<file path="src/rtl/pipe_hazard_ctrl.sv">
// Hazard/stall controller for the 5-stage pipeline: drives per-stage en/flush,
// sequences multi-cycle EX ops and counts stalled cycles (saturating).
module pipe_hazard_ctrl #(
   parameter int REG_W     = 5,
   parameter int MC_CYCLES = 4,
   parameter int CNT_W     = 32
) (
   input  logic             clk,
   input  logic             arst_n,
   input  logic [REG_W-1:0] id_rs1,
   input  logic [REG_W-1:0] id_rs2,
   input  logic             id_use_rs1,
   input  logic             id_use_rs2,
   input  logic             ex_mem_read,
   input  logic [REG_W-1:0] ex_rd,
   input  logic             ex_branch_taken,
   input  logic             ex_mc_start,
   input  logic             mem_wait,
   output logic             pc_en,
   output logic             if_id_en,
   output logic             id_ex_en,
   output logic             ex_mem_en,
   output logic             mem_wb_en,
   output logic             if_id_flush,
   output logic             id_ex_flush,
   output logic             ex_mem_flush,
   output logic             mem_wb_flush,
   output logic             mc_busy,
   output logic [CNT_W-1:0] stall_cnt
);

   localparam int MCW = $clog2(MC_CYCLES + 1);

   typedef enum logic {RUN, MC_BUSY} state_t;

   state_t           state;
   logic [MCW-1:0]   mc_cnt;
   logic             load_use;
   logic             mc_go;

   assign load_use = ex_mem_read && (ex_rd != '0) &&
                     ((id_use_rs1 && (id_rs1 == ex_rd)) ||
                      (id_use_rs2 && (id_rs2 == ex_rd)));

   // Only a start that survives every higher-priority event enters MC_BUSY.
   assign mc_go = (state == RUN) && !mem_wait && !ex_branch_taken &&
                  !load_use && ex_mc_start;

   always_comb begin
      pc_en        = 1'b1;
      if_id_en     = 1'b1;
      id_ex_en     = 1'b1;
      ex_mem_en    = 1'b1;
      mem_wb_en    = 1'b1;
      if_id_flush  = 1'b0;
      id_ex_flush  = 1'b0;
      ex_mem_flush = 1'b0;
      mem_wb_flush = 1'b0;
      if (mem_wait) begin
         pc_en        = 1'b0;
         if_id_en     = 1'b0;
         id_ex_en     = 1'b0;
         ex_mem_en    = 1'b0;
         mem_wb_flush = 1'b1;
      end else if (state == MC_BUSY) begin
         // Counter at zero is the release cycle: EX/MEM captures the result.
         if (mc_cnt != '0) begin
            pc_en        = 1'b0;
            if_id_en     = 1'b0;
            id_ex_en     = 1'b0;
            ex_mem_flush = 1'b1;
         end
      end else if (ex_branch_taken) begin
         if_id_flush = 1'b1;
         id_ex_flush = 1'b1;
      end else if (load_use) begin
         pc_en       = 1'b0;
         if_id_en    = 1'b0;
         id_ex_flush = 1'b1;
      end else if (ex_mc_start) begin
         pc_en        = 1'b0;
         if_id_en     = 1'b0;
         id_ex_en     = 1'b0;
         ex_mem_flush = 1'b1;
      end
   end

   always_ff @(posedge clk or negedge arst_n) begin
      if (!arst_n) begin
         state   <= RUN;
         mc_cnt  <= '0;
         mc_busy <= 1'b0;
      end else if (!mem_wait) begin
         case (state)
            RUN: begin
               if (mc_go) begin
                  state   <= MC_BUSY;
                  mc_cnt  <= MCW'(MC_CYCLES - 2);
                  mc_busy <= 1'b1;
               end
            end
            MC_BUSY: begin
               if (mc_cnt == '0) begin
                  state   <= RUN;
                  mc_busy <= 1'b0;
               end else begin
                  mc_cnt <= mc_cnt - MCW'(1);
               end
            end
            default: begin
               state   <= RUN;
               mc_busy <= 1'b0;
            end
         endcase
      end
   end

   always_ff @(posedge clk or negedge arst_n) begin
      if (!arst_n)
         stall_cnt <= '0;
      else if (!pc_en && (stall_cnt != {CNT_W{1'b1}}))
         stall_cnt <= stall_cnt + CNT_W'(1);
   end

endmodule

</file>
<file path="config.mk">
export PLATFORM = sky130hd
export DESIGN_NAME = pipe_hazard_ctrl
export DESIGN_NICKNAME = d
export VERILOG_FILES = /design/src/rtl/pipe_hazard_ctrl.sv
export SDC_FILE = /design/constraint.sdc
export NUM_CORES = 1
export LEC_CHECK = 0
export CAP_MARGIN = 15
export CORE_MARGIN = 3
export CORE_UTILIZATION = 40
export DETAILED_ROUTE_END_ITERATION = 12
export PLACE_DENSITY = 0.82
export RECOVER_POWER = 50
export SLEW_MARGIN = 20
export SYNTH_ARGS = -nofsm -noshare
export SYNTH_HDL_FRONTEND = slang
export SYNTH_SLANG_ARGS = --single-unit
</file>
<file path="constraint.sdc">
create_clock -name clk -period 2.1 [get_ports clk]
set_clock_uncertainty 0.05 [all_clocks]
set_input_delay 0.315 -clock clk [delete_from_list [all_inputs] [get_ports clk]]
set_output_delay 0.315 -clock clk [all_outputs]
set_load 0.05 [all_outputs]
</file>
==> qor.txt, run 1 <==
CTS Hold Buffers Added: 0
worst rel slew slack: 40.40%
Worst Setup Path Type: input pin to primary output
drt via density: 5.150
post-synthesis cell count: 216
Yosys reg bits: 37
DRT iter0 DRCs: 117
crit share post-route: 99.75%
grt ovf: 0
PD cells: 1140 nW/um^2
share of cells above drive strength 1: 37.79%
Final ANT Viol Nets: 0
largest fanout on the critical path: 3
top_reg_cell synth: dfrtp_1
type of origin of the critical path: input pin
Die Y: 77.91 um
clk sink count: 37
Worst-Margin Slew: 894.1 ps
H-Tree Level Count: 2
maximum operating frequency: 0.4774 GHz
number of synthesized flops with an enable pin: 0
Crit path max-delay family: simple AND/OR/NAND/NOR gates
Syn Nets: 242
Diodes inserted: 0
clock latency on the worst-skew pair: 290 ps
DRC viols: 0
Root Buffer: clkbuf_8
CTS tree: built
largest net degree at the start of global routing: 38
Synth Warn #: 0
Initial Utilization: 42.66%
minimum clock period: 2095 ps
vias in the first global route: 1943
MaxCap Viol Count: 0
Hold Vio Cnt, Final: 0
sequential area share after synthesis: 44.77%
Die X: 77.91 um
slowest CP cell: or4_4
WL final: 5.877 mm
post-synth cell types: 45
power after layout: 3.869 mW
most frequent cells in the layout: clkdlybuf4s50_1, xor2_1, buf_4, dfrtp_2, nor3_1
Avg Inst Size Synth: 9.575 sq um
Worst VDD drop: 0.6499 mV
RSZ-0062 raised after global routing: yes
post-DP HPWL: 4.133 mm
final non-filler cell total: 374
critical-path cell list: buf_6 > or4_4 > o21ai_2 > o21ai_2 > o21ai_2 > and2_4 > buf_12
CP peak stage delay: 550 ps
Worst Setup End Kind: primary output
HP Class: input pin to asynchronous set/reset pin
leading cell type in the layout, fill and taps excluded: clkdlybuf4s50_1
Worst-path clk slew: 80 ps
# rows: 25
total track usage: 18.72%
Worst Path Required: 1740 ps
Area growth, synth to finish: 64.07%
fill cell count: 351
Buf/Inv on CP: 2
status: finished, final reports clean
CTS Buf Count: 5
DR WL/cell: 15.71 um
layout net count: 332
DRT Pass-1 Iters: 4
initial antenna violation count: 0
Arr. time, crit path: 1730 ps
Max Slew Vio Count: 0
Core Box Area: 4848 sq um
Pleak: 1.403 nW
most used cell, CP: o21ai_2
placed insts: 364
Placer Congestion: 0.8357
Final setup viols: 0
via count: 1926
die area: 6069 sq um
CTS Buffer Depth: 2
io pins: 65
reg-to-reg slack, setup: 80 ps
first-pass GRT wire length: 9.163 mm
area of the mapped netlist: 2068 sq um
PortBufs: 63
setup_tns: 0 ps
ys async rst share: 100.0%
[cells by family after synthesis]
group / count (synthesis) / synth area share, %
XOR/XNOR: 41 / 17.73
buffers and inverters: 19 / 4.537
multiplexers: 1 / 0.5444
flip-flops: 37 / 44.77
AO/OA/AOI/OAI: 21 / 6.837
other: 1 / 0.1813
AND/OR/NAND/NOR: 93 / 23.59
adder cells (fa/ha/maj): 3 / 1.815
[repair_timing]
item | in CTS | in global routing
gates resized for setup | 52 | 32
setup endpoints to repair | 34 | 15
pin swaps | 14 | 12
buffers inserted | 3 | 0
[synth_stat cells (2+ instances only)]
cell / count / area, sq um
dfrtp_1: 37 / 925.9
xor2_1: 34 / 297.8
nor3_1: 19 / 95.09
nor2_1: 17 / 63.81
nand2_1: 15 / 56.30
inv_1: 9 / 33.78
nand3_1: 9 / 45.04
nand4_1: 9 / 56.30
o21ai_0: 8 / 40.04
xnor2_1: 6 / 52.55
nor4_1: 5 / 31.28
buf_4: 3 / 22.52
clkbuf_1: 3 / 11.26
ha_1: 3 / 37.54
o31ai_1: 3 / 22.52
and2_1: 2 / 12.51
and3_1: 2 / 12.51
buf_2: 2 / 10.01
nand2b_1: 2 / 12.51
nor3b_1: 2 / 15.01
or2_2: 2 / 12.51
[stage by stage]
step | area, sq um | setup WS, ps | util [%] | hold slack, ps
finish | 3393 | 5.265 | 69.99 | 86.53
global route | 3393 | -67.60 | 69.99 | 148.3
CTS | 3284 | 6.184 | 67.74 | 79.89
detailed placement | 3105 | -501.6 | 64.05 | 399.7
global placement | 3105 | -475.2 | 64.05 | 394.9
floorplan | 2166 | -136.2 | - | -30.59
[per-layer routing]
| layer | track usage, % | share of wire [%] | vias to the layer above |
|---|---|---|---|
| met5 | 0 | 0 | - |
| met4 | 5.944 | 1.8 | 0 |
| met3 | 4.408 | 4.8 | 12 |
| met2 | 31.51 | 51 | 58 |
| met1 | 23.68 | 42 | 933 |
| li1 | - | - | 923 |
[registers in the layout (all words and copies together) (netlist names)]
signal / cells
mc_busy: 1
state: 1
stall_cnt: 32
mc_cnt: 3
[power by group]
part / switching (mW) / internal (mW) / leakage [nW] / total, mW
combinational: 1.25 / 0.902 / 0.933 / 2.15
sequential: 0.174 / 0.903 / 0.413 / 1.08
clock: 0.258 / 0.386 / 0.0574 / 0.644
total: 1.68 / 2.19 / 1.40 / 3.87
[final timing paths]
kind | depth (start not counted) | endpoint | start
worst max-delay path | 7 | ex_mem_flush | ex_rd[4]
worst min-delay path | 1 | stall_cnt[2] | arst_n
min in group clk | 1 | stall_cnt[17] | stall_cnt[17]
worst min register to register | 1 | stall_cnt[17] | stall_cnt[17]
max in group asynchronous | 1 | stall_cnt[20] | arst_n
worst max register to register | 7 | stall_cnt[23] | state
[final cells by class]
class                           instances  area (sq um)  area share (%)
Clock buffer                            6         82.58           2.434
Clock inverter                          2         37.54           1.106
Inverter                                9         33.78          0.9956
Multi-Input combinational cell        160          1284           37.83
Sequential cell                        37         955.9           28.17
Tap cell                               67         83.83           2.471
Timing Repair Buffer                   93         915.9           26.99
No activity file was read; power rests on OpenSTA's default activity.
==> inputs of run 2 (changes only) <==
SETUP_SLACK_MARGIN = 0.1   (was unset)
==> run 2 against run 1 <==
The flow now finishes with violations (negative setup slack). Critical path depth grew 2. Fmax shrank 3.0%. Hold slack gained 7.6 ps.
==> qor.txt, run 2 (synthesis gave the netlist of run 1 again) <==
status: finished with violations (was finished, final reports clean)
failing checks: negative setup slack
Die X: 77.91 um (unchanged)
PD cells: 1112 nW/um^2 (was 1140 nW/um^2)
Max Slew Vio Count: 0 (unchanged)
Pleak: 1.466 nW (was 1.403 nW)
via count: 2037 (was 1926)
worst rel slew slack: 39.01% (was 40.40%)
HP Class: input pin to asynchronous set/reset pin (unchanged)
Final ANT Viol Nets: 0 (unchanged)
clk sink count: 37 (unchanged)
Placer Congestion: 0.7954 (was 0.8357)
Worst-Margin Slew: 914.9 ps (was 894.1 ps)
crit share post-route: 102.8% (was 99.75%)
maximum operating frequency: 0.4633 GHz (was 0.4774 GHz)
clock latency on the worst-skew pair: 290 ps (about the same)
Core Util, Final: 71.30% (was 69.99%)
placed instance area: 3109 sq um (was 3105 sq um)
DRT iter0 DRCs: 82 (was 117)
Area growth, synth to finish: 67.15% (was 64.07%)
Largest register FFs: 32 (unchanged)
io pins: 65 (unchanged)
Reg area: 955.9 sq um (unchanged)
PortBufs: 63 (unchanged)
Diodes inserted: 0 (unchanged)
type of origin of the critical path: input pin (unchanged)
reg-to-reg slack, setup: 150 ps (was 80 ps)
most frequent cells in the layout: buf_4, clkdlybuf4s50_1, xor2_1, dfrtp_2 (was clkdlybuf4s50_1, xor2_1, buf_4, dfrtp_2, nor3_1)
CTS tree: built (unchanged)
Worst Setup End Kind: primary output (unchanged)
top flop regs: stall_cnt: 32 flops, mc_cnt: 3 flops (unchanged)
CTS Buffer Depth: 2 (unchanged)
grt ovf: 0 (unchanged)
Hold Worst Slack: 94.09 ps (was 86.53 ps)
worst r2r path cells: 8 (was 7)
die area: 6069 sq um (unchanged)
minimum clock period: 2159 ps (was 2095 ps)
power after layout: 3.845 mW (was 3.869 mW)
Initial Utilization: 42.66% (unchanged)
H-Tree Level Count: 2 (unchanged)
Critical R2R Capture: stall_cnt[27] (was stall_cnt[23])
Worst-path clk slew: 70 ps (was 80 ps)
total track usage: 20.11% (was 18.72%)
drt via density: 5.250 (was 5.150)
RSZ-0062 raised after global routing: yes (unchanged)
multi-input logic area: 1304 sq um (was 1284 sq um)
worst r2r src: mc_cnt[1] (was state)
CTS Hold Buffers Added: 0 (unchanged)
vias in the first global route: 2035 (was 1943)
largest fanout on the critical path: 3 (unchanged)
layout net count: 346 (was 332)
leading cell type in the layout, fill and taps excluded: buf_4 (was clkdlybuf4s50_1)
critical path endpoint: id_ex_en (was ex_mem_flush)
WL final: 6.300 mm (was 5.877 mm)
fill cell count: 332 (was 351)
initial antenna violation count: 0 (unchanged)
DRT Pass-1 Iters: 4 (unchanged)
Final setup viols: 3 (was 0)
Worst Path Required: 1740 ps (about the same)
CP startpoint: id_use_rs2 (was ex_rd[4])
design area: 3457 sq um (was 3393 sq um)
Final WS setup: -58.52 ps (was 5.265 ps)
largest net degree at the start of global routing: 38 (unchanged)
share of cells above drive strength 1: 42.06% (was 37.79%)
first-pass GRT wire length: 9.735 mm (was 9.163 mm)
Reg with most FFs: stall_cnt (unchanged)
Hold Vio Cnt, Final: 0 (unchanged)
CTS Buf Count: 5 (unchanged)
DRC viols: 0 (unchanged)
# rows: 25 (unchanged)
MaxCap Viol Count: 0 (unchanged)
Arr. time, crit path: 1790 ps (was 1730 ps)
Die Y: 77.91 um (unchanged)
DR WL/cell: 16.24 um (was 15.71 um)
Root Buffer: clkbuf_8 (unchanged)
Worst Setup Path Type: input pin to primary output (unchanged)
Core Box Area: 4848 sq um (unchanged)
post-DP HPWL: 4.132 mm (was 4.133 mm)
Worst VDD drop: 0.6653 mV (was 0.6499 mV)
==> run 2: per-stage QoR <==
stage	setup TNS, ps	std cells	setup slack, ps
6_report	-105.2	388	-58.52
5_1_grt	-419.0	388	-130.9
4_1_cts	-126.2	382	-61.60
3_5_place_dp	-15440	364	-506.8
3_3_place_gp	-13290	364	-441.4
2_1_floorplan	-235.6	216	-136.2
==> run 2: area by class of cell <==
type	count	share of cell area [%]
multi-input cells	160	37.71
repair buffers	107	28.63
flip-flops and latches	37	27.65
clock buffers	8	2.606
well taps	67	2.425
inverters	9	0.9772
==> run 2: worst min-delay path by stage <==
stage / to / slack, ps / cells past startpoint
4_1_cts: stall_cnt[1] / 100 / 1
3_5_place_dp: stall_cnt[3] / 410 / 1
5_1_grt: stall_cnt[0] / 160 / 1
3_3_place_gp: mc_cnt[1] / 400 / 1
2_1_floorplan: mc_busy / -30 / 0
6_report: stall_cnt[6] / 90 / 1
==> run 2: critical path: stages <==
cell and delay [ps]:
clkdlybuf4s50_1 400, and2_4 160, a32oi_1 210, buf_4 190, o21ai_4 50, o21ai_2 150, buf_4 140, nor2_4 40
buf_12 140
==> run 2: metal layers <==
metal | wire, um | vias to the layer above | track usage [%]
li1 | - | 950 | -
met1 | 2591 | 991 | 24.41
met2 | 3238 | 76 | 34.50
met3 | 281 | 20 | 4.292
met4 | 189 | 0 | 8.217
met5 | 0 | - | 0
==> run 2: report_power, final <==
group          internal [mW]  switching (mW)  leakage [nW]  total (mW)
Combinational          0.936            1.33          1.01        2.26
Clock                  0.268           0.252        0.0455       0.520
Sequential             0.901           0.162         0.413        1.06
Total                   2.10            1.74          1.47        3.85
==> run 2: what timing repair did <==
item,4_1_cts,5_1_grt
setup buffers,11,5
endpoints found under the setup margin,40,33
cloned,0,1
pin swaps,21,18
gates resized for setup,72,33
